==> config.mk <==
export PLATFORM = sky130hd
export DESIGN_NAME = timer_clint
export DESIGN_NICKNAME = d
export VERILOG_FILES = /design/src/rtl/timer_clint.sv
export SDC_FILE = /design/constraint.sdc
export NUM_CORES = 1
export LEC_CHECK = 0
export ABC_CLOCK_PERIOD_IN_PS = 6050
export CAP_MARGIN = 20
export CORE_ASPECT_RATIO = 2
export CORE_MARGIN = 8
export CORE_UTILIZATION = 40
export CTS_CLUSTER_SIZE = 20
export DETAILED_ROUTE_END_ITERATION = 7
export SETUP_SLACK_MARGIN = 0.15
export SYNTH_ARGS = -nofsm -noshare
export SYNTH_HDL_FRONTEND = slang
export SYNTH_SLANG_ARGS = --single-unit
==> constraint.sdc <==
create_clock -name clk -period 6.05 [get_ports clk]
set_input_delay 1.5125 -clock clk [delete_from_list [all_inputs] [get_ports clk]]
set_output_delay 1.5125 -clock clk [all_outputs]
set_load 0.02 [all_outputs]
==> src/rtl/timer_clint.sv <==
// CLINT-style machine timer on the data bus: 64-bit mtime with prescaler,
// 64-bit mtimecmp, and a registered level-sensitive timer interrupt.
module timer_clint #(
  parameter logic [31:0] BASE_ADDR = 32'h0200_0000,
  parameter logic [15:0] PRESC_RST = 16'd0
) (
  input  logic        clk,
  input  logic        rst,
  input  logic        I_req,
  input  logic        I_we,
  input  logic [31:0] I_addr,
  input  logic [31:0] I_wdata,
  input  logic [3:0]  I_mask,
  output logic [31:0] O_rdata,
  output logic        O_sel,
  output logic        O_timer_int
);

  typedef enum logic [5:0] {
    REG_CTRL     = 6'd0,
    REG_PRESC    = 6'd1,
    REG_MTIME_LO = 6'd2,
    REG_MTIME_HI = 6'd3,
    REG_CMP_LO   = 6'd4,
    REG_CMP_HI   = 6'd5,
    REG_STATUS   = 6'd6
  } reg_idx_e;

  logic [1:0]  ctrl_q,      ctrl_d;
  logic [15:0] presc_q,     presc_d;
  logic [15:0] pcnt_q,      pcnt_d;
  logic [63:0] mtime_q,     mtime_d;
  logic [63:0] mtimecmp_q,  mtimecmp_d;
  logic        timer_int_q, timer_int_d;

  logic        sel;
  logic        wr;
  logic [5:0]  off;
  logic [31:0] wmask;
  logic        tick;
  logic        time_ge;
  logic        unused_addr;

  assign sel         = I_req && (I_addr[31:8] == BASE_ADDR[31:8]);
  assign wr          = sel && I_we;
  assign off         = I_addr[7:2];
  assign time_ge     = (mtime_q >= mtimecmp_q);
  assign unused_addr = ^I_addr[1:0];

  always_comb begin
    wmask = '0;
    for (int unsigned i = 0; i < 4; i++) begin
      wmask[i*8 +: 8] = {8{I_mask[i]}};
    end
  end

  always_comb begin
    ctrl_d      = ctrl_q;
    presc_d     = presc_q;
    pcnt_d      = pcnt_q;
    mtime_d     = mtime_q;
    mtimecmp_d  = mtimecmp_q;
    tick        = 1'b0;
    timer_int_d = ctrl_q[1] && time_ge;

    if (ctrl_q[0]) begin
      if (pcnt_q == presc_q) begin
        pcnt_d = '0;
        tick   = 1'b1;
      end else begin
        pcnt_d = pcnt_q + 16'd1;
      end
    end

    if (tick) begin
      mtime_d = mtime_q + 64'd1;
    end

    // A write to either mtime half replaces the whole 64-bit value, so any
    // increment computed above for this cycle is discarded.
    if (wr) begin
      case (off)
        REG_CTRL: begin
          ctrl_d = (ctrl_q & ~wmask[1:0]) | (I_wdata[1:0] & wmask[1:0]);
          if (!ctrl_d[0]) pcnt_d = '0;
        end
        REG_PRESC: begin
          presc_d = (presc_q & ~wmask[15:0]) | (I_wdata[15:0] & wmask[15:0]);
          pcnt_d  = '0;
        end
        REG_MTIME_LO: mtime_d = {mtime_q[63:32],
                                 (mtime_q[31:0] & ~wmask) | (I_wdata & wmask)};
        REG_MTIME_HI: mtime_d = {(mtime_q[63:32] & ~wmask) | (I_wdata & wmask),
                                 mtime_q[31:0]};
        REG_CMP_LO:   mtimecmp_d = {mtimecmp_q[63:32],
                                    (mtimecmp_q[31:0] & ~wmask) | (I_wdata & wmask)};
        REG_CMP_HI:   mtimecmp_d = {(mtimecmp_q[63:32] & ~wmask) | (I_wdata & wmask),
                                    mtimecmp_q[31:0]};
        default: ;
      endcase
    end
  end

  always_ff @(posedge clk or negedge rst) begin
    if (!rst) begin
      ctrl_q      <= '0;
      presc_q     <= PRESC_RST;
      pcnt_q      <= '0;
      mtime_q     <= '0;
      mtimecmp_q  <= '1;
      timer_int_q <= 1'b0;
    end else begin
      ctrl_q      <= ctrl_d;
      presc_q     <= presc_d;
      pcnt_q      <= pcnt_d;
      mtime_q     <= mtime_d;
      mtimecmp_q  <= mtimecmp_d;
      timer_int_q <= timer_int_d;
    end
  end

  always_comb begin
    O_rdata = '0;
    if (sel) begin
      case (off)
        REG_CTRL:     O_rdata = {30'd0, ctrl_q};
        REG_PRESC:    O_rdata = {16'd0, presc_q};
        REG_MTIME_LO: O_rdata = mtime_q[31:0];
        REG_MTIME_HI: O_rdata = mtime_q[63:32];
        REG_CMP_LO:   O_rdata = mtimecmp_q[31:0];
        REG_CMP_HI:   O_rdata = mtimecmp_q[63:32];
        REG_STATUS:   O_rdata = {31'd0, time_ge};
        default:      O_rdata = '0;
      endcase
    end
  end

  assign O_sel       = sel;
  assign O_timer_int = timer_int_q;

endmodule

Word-level counts from Yosys, hierarchy flattened
Cells that the tools add are included.
- bits in registers: 163
- input port bits: 72
- output and inout port bits: 34
- logic and storage cells: 62
- $add $sub $neg: 2
- $lt $le $gt $ge: 1
- equal/unequal tests: 10
- multiplexer cells: 13
- bitwise gates (word level): 20
- reductions and logical operators: 8
- operators with widths (cell ; count):
    64-bit one-hot mux with 2 select lines ; 2
    32-bit one-hot mux with 7 select lines ; 1
    32-bit AND ; 5
    64-bit two-way mux ; 2
    32-bit OR ; 4
    64-bit by 1-bit adder with 64-bit output (second input constant) ; 1
    64-bit greater-or-equal comparator ; 1
    16-bit two-way mux ; 4
    16-bit AND ; 2
    32-bit two-way mux ; 1
    32-bit inverter ; 1
    16-bit one-hot mux with 2 select lines ; 1
    24-bit by 18-bit == test with 1-bit output (second input constant) ; 1
    6-bit by 3-bit == test with 1-bit output (second input constant) ; 3
    16-bit by 1-bit adder with 16-bit output (second input constant) ; 1
    16-bit == test ; 1
    16-bit inverter ; 1
    16-bit OR ; 1
    6-bit by 2-bit == test with 1-bit output (second input constant) ; 2
    6-bit by 1-bit == test with 1-bit output (second input constant) ; 1
    6-bit logical NOT ; 1
    3-bit AND reduction ; 2
    2-bit AND ; 2
    2-bit != test (second input constant) ; 2
    6 further kinds ; 11

Logic depth before layout (Yosys ltp)
Gate-level depths: netlist of run 1.
- depth after elaboration: 6
- depth in mapped cells: 10
- depth with buffers taken out: 9

Worst setup path before layout of run 1
Ideal clock, no wire load.
- path kind: input -> output
- start: input port I_addr[5]
- end: output port O_rdata[12]
- arrival: 3.287 ns
- data required time: 4.537 ns
- path slack: 1.251 ns
- stages: 7
- path through: nor4_1 > nor2b_1 > and2_1 > clkbuf_1 > clkbuf_1 > a22oi_1 > a31oi_1
- longest elaborated chain between the ends: 3
- elaborated cells between the ends (all ways): 9
- those cells by class: eq/ne: 6; mux: 2; reduce/logical: 1
- ends and longest elaborated chain (element ; RTL line ; text):
    start: declaration ; 11 ; input logic [31:0] I_addr,
    6-bit by 3-bit == test with 1-bit output, or another cell as far along ; 125 ; case (off)
    32-bit one-hot mux with 7 select lines (*) ; 125 ;
    32-bit two-way mux (*) ; 124 ; if (sel) begin
    end: declaration ; 14 ; output logic [31:0] O_rdata,
Mark *: on every way between the ends. The rest lies on a longest branch, timed or not.

Final worst setup path of run 1
Ends and elaborated chain as after synthesis.

==> results by group, run 1 <==
Finish
  • Share of layout cells above drive strength 1: 18.0%
  • FF/Latch Area: 0.00416 mm2
  • Antenna cells: 0
  • Most frequent cells in the layout: nor2_1, clkdlybuf4s50_1, dfrtp_1
  • Most common cell after layout, fill and taps aside: nor2_1
  • # fillers: 2657
  • Area growth from synthesis to layout: 18.9%
  • Area of the multi-input gates: 0.00636 mm2
  • Non-Filler Instances: 1656
  • Layout Nets: 1429

Clock network
  • Inserted Clock Buffers: 17
  • CTS resizes: 0
  • Post-CTS Setup Bufs: 0
  • Clk sinks: 163
  • CTS Root Cell: clkbuf_16
  • Clk buf depth: 2
  • Post-CTS Hold Fix Bufs: 0
  • Clk_lat worst skew: 460 ps
  • Clock transition at the registers of the reported paths: 60 ps
  • H-tree lvl count: 4
  • CTS tree: built

Timing
  • Clock skew: 12.5 ps
  • Setup_tns: 0 ps
  • Final setup fails: 0
  • Final period util: 94.0%
  • Worst Tran Pin Value: 987 ps
  • Slew Viols, Final: 0
  • RSZ-0062 raised after global routing: no
  • Final hold vios: 0
  • Slew headroom: 34.0%
  • Minimum clock period: 5680 ps
  • F_max: 176 MHz
  • Min Hold Slack: 493 ps

Global route
  • GRT overflow: 0
  • GRT Total Usage: 23.1%
  • Largest net degree at the start of global routing: 88
  • Number of global-route vias before repair: 10592
  • Antenna violations before repair: 1
  • First-pass GRT wire length: 60000 um

Synthesis
  • Netlist cell types: 69
  • Leading area contributor after synthesis: dfrtp_1
  • Seq/Total Area, Yosys: 37.7%
  • Synth warn: 0
  • Ys async rst share: 100%
  • Avg Synthesized Cell Area: 9.19 um2
  • Ys flop type: dfrtp_1
  • Synthesized flop and latch total: 163
  • Top cells by area, synth: dfrtp_1, dfstp_2, mux2_2
  • Yosys top cell area share: 22.5%
  • EDFF count, synth: 0
  • Post-synth design cell area: 0.0110 mm2
  • Mapped Cells: 1200
  • Post-Syn Nets: 1338

Pwr
  • Sequential group share of total power: 45.0%
  • Pwr per Cell Area: 185 mW/mm2
  • Pwr Total: 2.43 mW
  • Clock share of power: 49.7%
  • Internal: 1.87 mW
  • Worst VDD drop: 0.000197 V
  • Psw: 561 uW
  • Comb power frac: 5.3%
  • Sw Ratio: 23.1%
  • Static leakage: 5.12 nW

Route
  • Vias/cell: 6.17
  • Total wire length: 38300 um
  • Detailed-route DRC error count: 0
  • Post-DR wirelength/cell: 23.1 um
  • Antenna-violating nets left: 0
  • Iter 0 DRT Violations: 961
  • Vias: 10218
  • Pre-Repair DR Iteration Count: 6

Floorplanning
  • IO Pins: 106
  • Die Wd: 133 um
  • Die Span Y: 251 um
  • Starting density of the core: 40.4%
  • DIE AREA: 0.0335 mm2
  • Placement Rows: 86
  • Core footprint: 0.0273 mm2

Placement
  • Cells after DPL: 1624
  • Port buffer count: 103
  • Routability congestion estimate: 0.868
  • Hpwl dp: 28000 um

Worst setup path
  • Endpoint class of the critical path: output pin
  • Worst reg2reg path depth: 7
  • Crit path DAT: 4170 ps
  • Data required time of the critical path: 4540 ps
  • Setup Crit Path Kind: input port to output pin
  • CP Launch Type: input port
  • CP Max Fanout: 15

Run status
  • Status: completed

Run
  • Max-Cap Viols: 0

Min path
  • Hold crit path type: flop to flop
  • WHS Path Cells: 2
-- logic make-up (layout without fill, tap and decap cells) --
kind of cell               count (synthesis)  after routing  synth area share (%)
AOI/OAI and AO/OA                        266            266                  17.7
xor gates and xnor gates                  31             31                  2.46
adders and majority gates                 66             66                  7.49
buffers and inverters                    134            238                  4.79
DFF                                      163            163                  37.7
muxes                                     93             93                  9.38
and+or+nand+nor                          447            447                  20.5
-- final cells by class --
class                      count  area share (%)
clock buffer                  21            3.59
clock inverter                11            1.34
inverter                      79            2.26
multi-input combinational    903            48.5
sequential                   163            31.7
tap                          352            3.36
timing repair buffer         127            9.25
-- layer usage --
metal	vias to the layer above	GRT usage [%]	wire length (um)
li1	4657	-	-
met1	4988	27.3	15600
met2	442	36.9	18000
met3	129	5.22	2390
met4	2	15.0	2240
met5	-	0	10
-- per-stage QoR --
| stage | worst slack [ps] | area [um2] | util [%] |
|---|---|---|---|
| after floorplan | 1250 | 11000 | - |
| after global placement | 310 | 12500 | 45.6 |
| after detailed placement | 294 | 12500 | 45.6 |
| after CTS | 290 | 13100 | 47.9 |
| after global routing | 206 | 13100 | 48.0 |
| final | 365 | 13100 | 48.0 |
-- cell usage after synthesis, drive strengths merged, types with 8 or more instances --
cell type / instances
a211oi: 44
a21o: 8
a21oi: 45
a222oi: 16
a22o: 30
a22oi: 15
and2: 13
and3: 28
and4: 10
buf: 10
clkbuf: 45
dfrtp: 99
dfstp: 64
ha: 66
inv: 79
mux2: 83
mux2i: 10
nand2: 77
nand3: 45
nand4: 34
nor2: 146
nor3: 36
nor4: 25
o21a: 12
o21ai: 29
o31ai: 10
or3: 8
xnor2: 20
xor2: 11
-- worst paths after layout --
kind / from / to / slack (ps)
setup / recovery: I_addr[5] / O_rdata[12] / 370
hold / removal: mtimecmp_q[26]$_DFFE_PN1P_ / mtimecmp_q[26]$_DFFE_PN1P_ / 490
setup reg to reg: flop / mtime_q[49]$_DFFE_PN0P_ / 2330
hold reg to reg: mtimecmp_q[26]$_DFFE_PN1P_ / mtimecmp_q[26]$_DFFE_PN1P_ / 490
max in group asynchronous: rst / mtimecmp_q[5]$_DFFE_PN1P_ / 3840
min in group asynchronous: rst / mtime_q[49]$_DFFE_PN0P_ / 1100
-- worst max-delay path: stages --
cell and delay, ps:
clkdlybuf4s50_1 450, nor3_2 270, and3b_1 310, buf_4 230, and2_1 160, buf_4 240, a22oi_1 150, a31oi_1 180
clkdlybuf4s50_1 650
-- power groups by stage --
stage / sequential [mW] / clock, mW / combinational [mW]
global route: 1.09 / 1.27 / 0.137
finish: 1.09 / 1.21 / 0.129
global placement: 1.11 / 0 / 0.127
CTS: 1.09 / 1.22 / 0.129
detailed placement: 1.11 / 0 / 0.129
floorplan: 1.11 / 0 / 0.0238
Note: power is estimated with default switching activity, not from simulation.
==> run 2, diff against run 1 <==
- ABC_CLOCK_PERIOD_IN_PS: 6050 -> 7100
- clock period: 6.05 -> 7.1 ns (I/O delays scaled with it)
==> results by group, run 2 (synthesis gave the netlist of run 1 again) <==
Clock network
  • Post-CTS Setup Bufs: 0
  • Inserted Clock Buffers: 17
  • Post-CTS Hold Fix Bufs: 0
  • Clk buf depth: 2
  • Clock transition at the registers of the reported paths: 60 ps
  • CTS resizes: 0
  • CTS Root Cell: clkbuf_16
  • H-tree lvl count: 4
  • Clk_lat worst skew: 450 ps
  • CTS tree: built
  • Clk sinks: 163

Worst setup path
  • Worst reg2reg path depth: 7
  • Data required time of the critical path: 5330 ps
  • Crit path DAT: 4750 ps
  • Setup crit end: O_rdata[12]
  • Endpoint class of the critical path: output pin
  • CP Max Fanout: 12
  • R2R setup slack: 3430 ps
  • CP Launch Type: input port
  • Reg2Reg Capture Point: mtime_q[49]$_DFFE_PN0P_
  • Setup Crit Path Kind: input port to output pin
  • Crit path from: I_addr[5]

Floorplanning
  • Core footprint: 0.0273 mm2
  • IO Pins: 106
  • DIE AREA: 0.0335 mm2
  • Die Wd: 133 um
  • Starting density of the core: 40.4%
  • Placement Rows: 86
  • Die Span Y: 251 um

Pwr
  • Sw Ratio: 23.6%
  • Static leakage: 5.07 nW
  • Comb power frac: 5.4%
  • Clock share of power: 47.8%
  • Worst VDD drop: 0.000172 V
  • Pwr per Cell Area: 153 mW/mm2
  • Psw: 468 uW
  • Internal: 1.52 mW
  • Sequential group share of total power: 46.9%

Timing
  • Slew headroom: 33.6%
  • Final period util: 91.9%
  • Slew Viols, Final: 0
  • Minimum clock period: 6520 ps
  • Final hold vios: 0
  • Worst setup margin: 579 ps
  • Setup_tns: 0 ps
  • Final setup fails: 0
  • RSZ-0062 raised after global routing: no
  • Clock skew: 12.6 ps
  • Worst Tran Pin Value: 996 ps
  • F_max: 153 MHz

Route
  • Pre-Repair DR Iteration Count: 8
  • Antenna-violating nets left: 0
  • Total wire length: 37100 um
  • Detailed-route DRC error count: 0
  • Vias/cell: 6.14
  • Post-DR wirelength/cell: 22.5 um
  • Vias: 10141
  • Iter 0 DRT Violations: 832

Finish
  • Most frequent cells in the layout: nor2_1, clkdlybuf4s50_1, dfrtp_1
  • Area growth from synthesis to layout: 18.0%
  • # fillers: 2630
  • Share of layout cells above drive strength 1: 17.6%
  • Antenna cells: 0
  • Most common cell after layout, fill and taps aside: nor2_1
  • Layout Nets: 1424

Run status
  • Status: completed

Global route
  • GRT overflow: 0
  • Largest net degree at the start of global routing: 102
  • Number of global-route vias before repair: 10509
  • GRT Total Usage: 22.7%
  • Antenna violations before repair: 0
  • First-pass GRT wire length: 59600 um

Placement
  • Routability congestion estimate: 0.886
  • Dpl ws: 539 ps
  • Hpwl dp: 27400 um
  • Port buffer count: 103

Min path
  • Hold crit path type: flop to flop

Run
  • Max-Cap Viols: 0
[run 2: cell type report]
cell class	instances	area, um2	share of cell area [%]
clock buffer	20	467	3.58
clock inverter	12	131	1.01
inverter	79	297	2.28
multi-input combinational	903	6350	48.8
sequential	163	4160	31.9
tap	352	440	3.38
timing repair buffer	122	1180	9.05
[run 2: power groups by stage]
stage | Clock (mW) | Sequential [mW] | Combinational, mW
after floorplan | 0 | 0.947 | 0.0203
after global placement | 0 | 0.946 | 0.107
after detailed placement | 0 | 0.946 | 0.107
after CTS | 0.969 | 0.930 | 0.107
after global routing | 1.00 | 0.930 | 0.114
final | 0.948 | 0.930 | 0.107
[run 2: how the worst min path moves through the flow]
stage                     slack (ps)                         end                        from  cells past startpoint
after global routing             510  mtimecmp_q[58]$_DFFE_PN1P_  mtimecmp_q[58]$_DFFE_PN1P_                      2
after global placement           480  mtimecmp_q[58]$_DFFE_PN1P_  mtimecmp_q[58]$_DFFE_PN1P_                      2
after detailed placement         480  mtimecmp_q[26]$_DFFE_PN1P_  mtimecmp_q[26]$_DFFE_PN1P_                      2
final                            490  mtimecmp_q[26]$_DFFE_PN1P_  mtimecmp_q[26]$_DFFE_PN1P_                      2
after floorplan                  470  mtimecmp_q[58]$_DFFE_PN1P_  mtimecmp_q[58]$_DFFE_PN1P_                      2
after CTS                        490  mtimecmp_q[26]$_DFFE_PN1P_  mtimecmp_q[26]$_DFFE_PN1P_                      2
[run 2: metrics by stage]
step / instance area [um2] / hold WS [ps] / util (%) / std cells / power [mW]
detailed placement: 12400 / 484 / 45.5 / 1619 / 1.05
global route: 13000 / 507 / 47.6 / 1651 / 2.05
finish: 13000 / 494 / 47.6 / 1651 / 1.99
floorplan: 11000 / 468 / - / 1200 / 0.967
global placement: 12400 / 480 / 45.4 / 1618 / 1.05
CTS: 13000 / 493 / 47.6 / 1651 / 2.01
[run 2: metal layers]
metal	wire length (um)	share of wire, %	up-vias	global-route usage (%)
met5	0	0	-	0
met4	2020	5.4	0	14.0
met3	2130	5.7	103	4.54
met2	17700	48	402	36.0
met1	15300	41	4997	27.8
li1	-	-	4639	-
[run 2: worst max-delay path: stages]
cell	delay (ps)
clkdlybuf4s50_1	420
nor3_1	360
and3b_1	530
and2_1	390
buf_4	220
a22oi_1	120
a31oi_1	280
clkdlybuf4s50_1	650
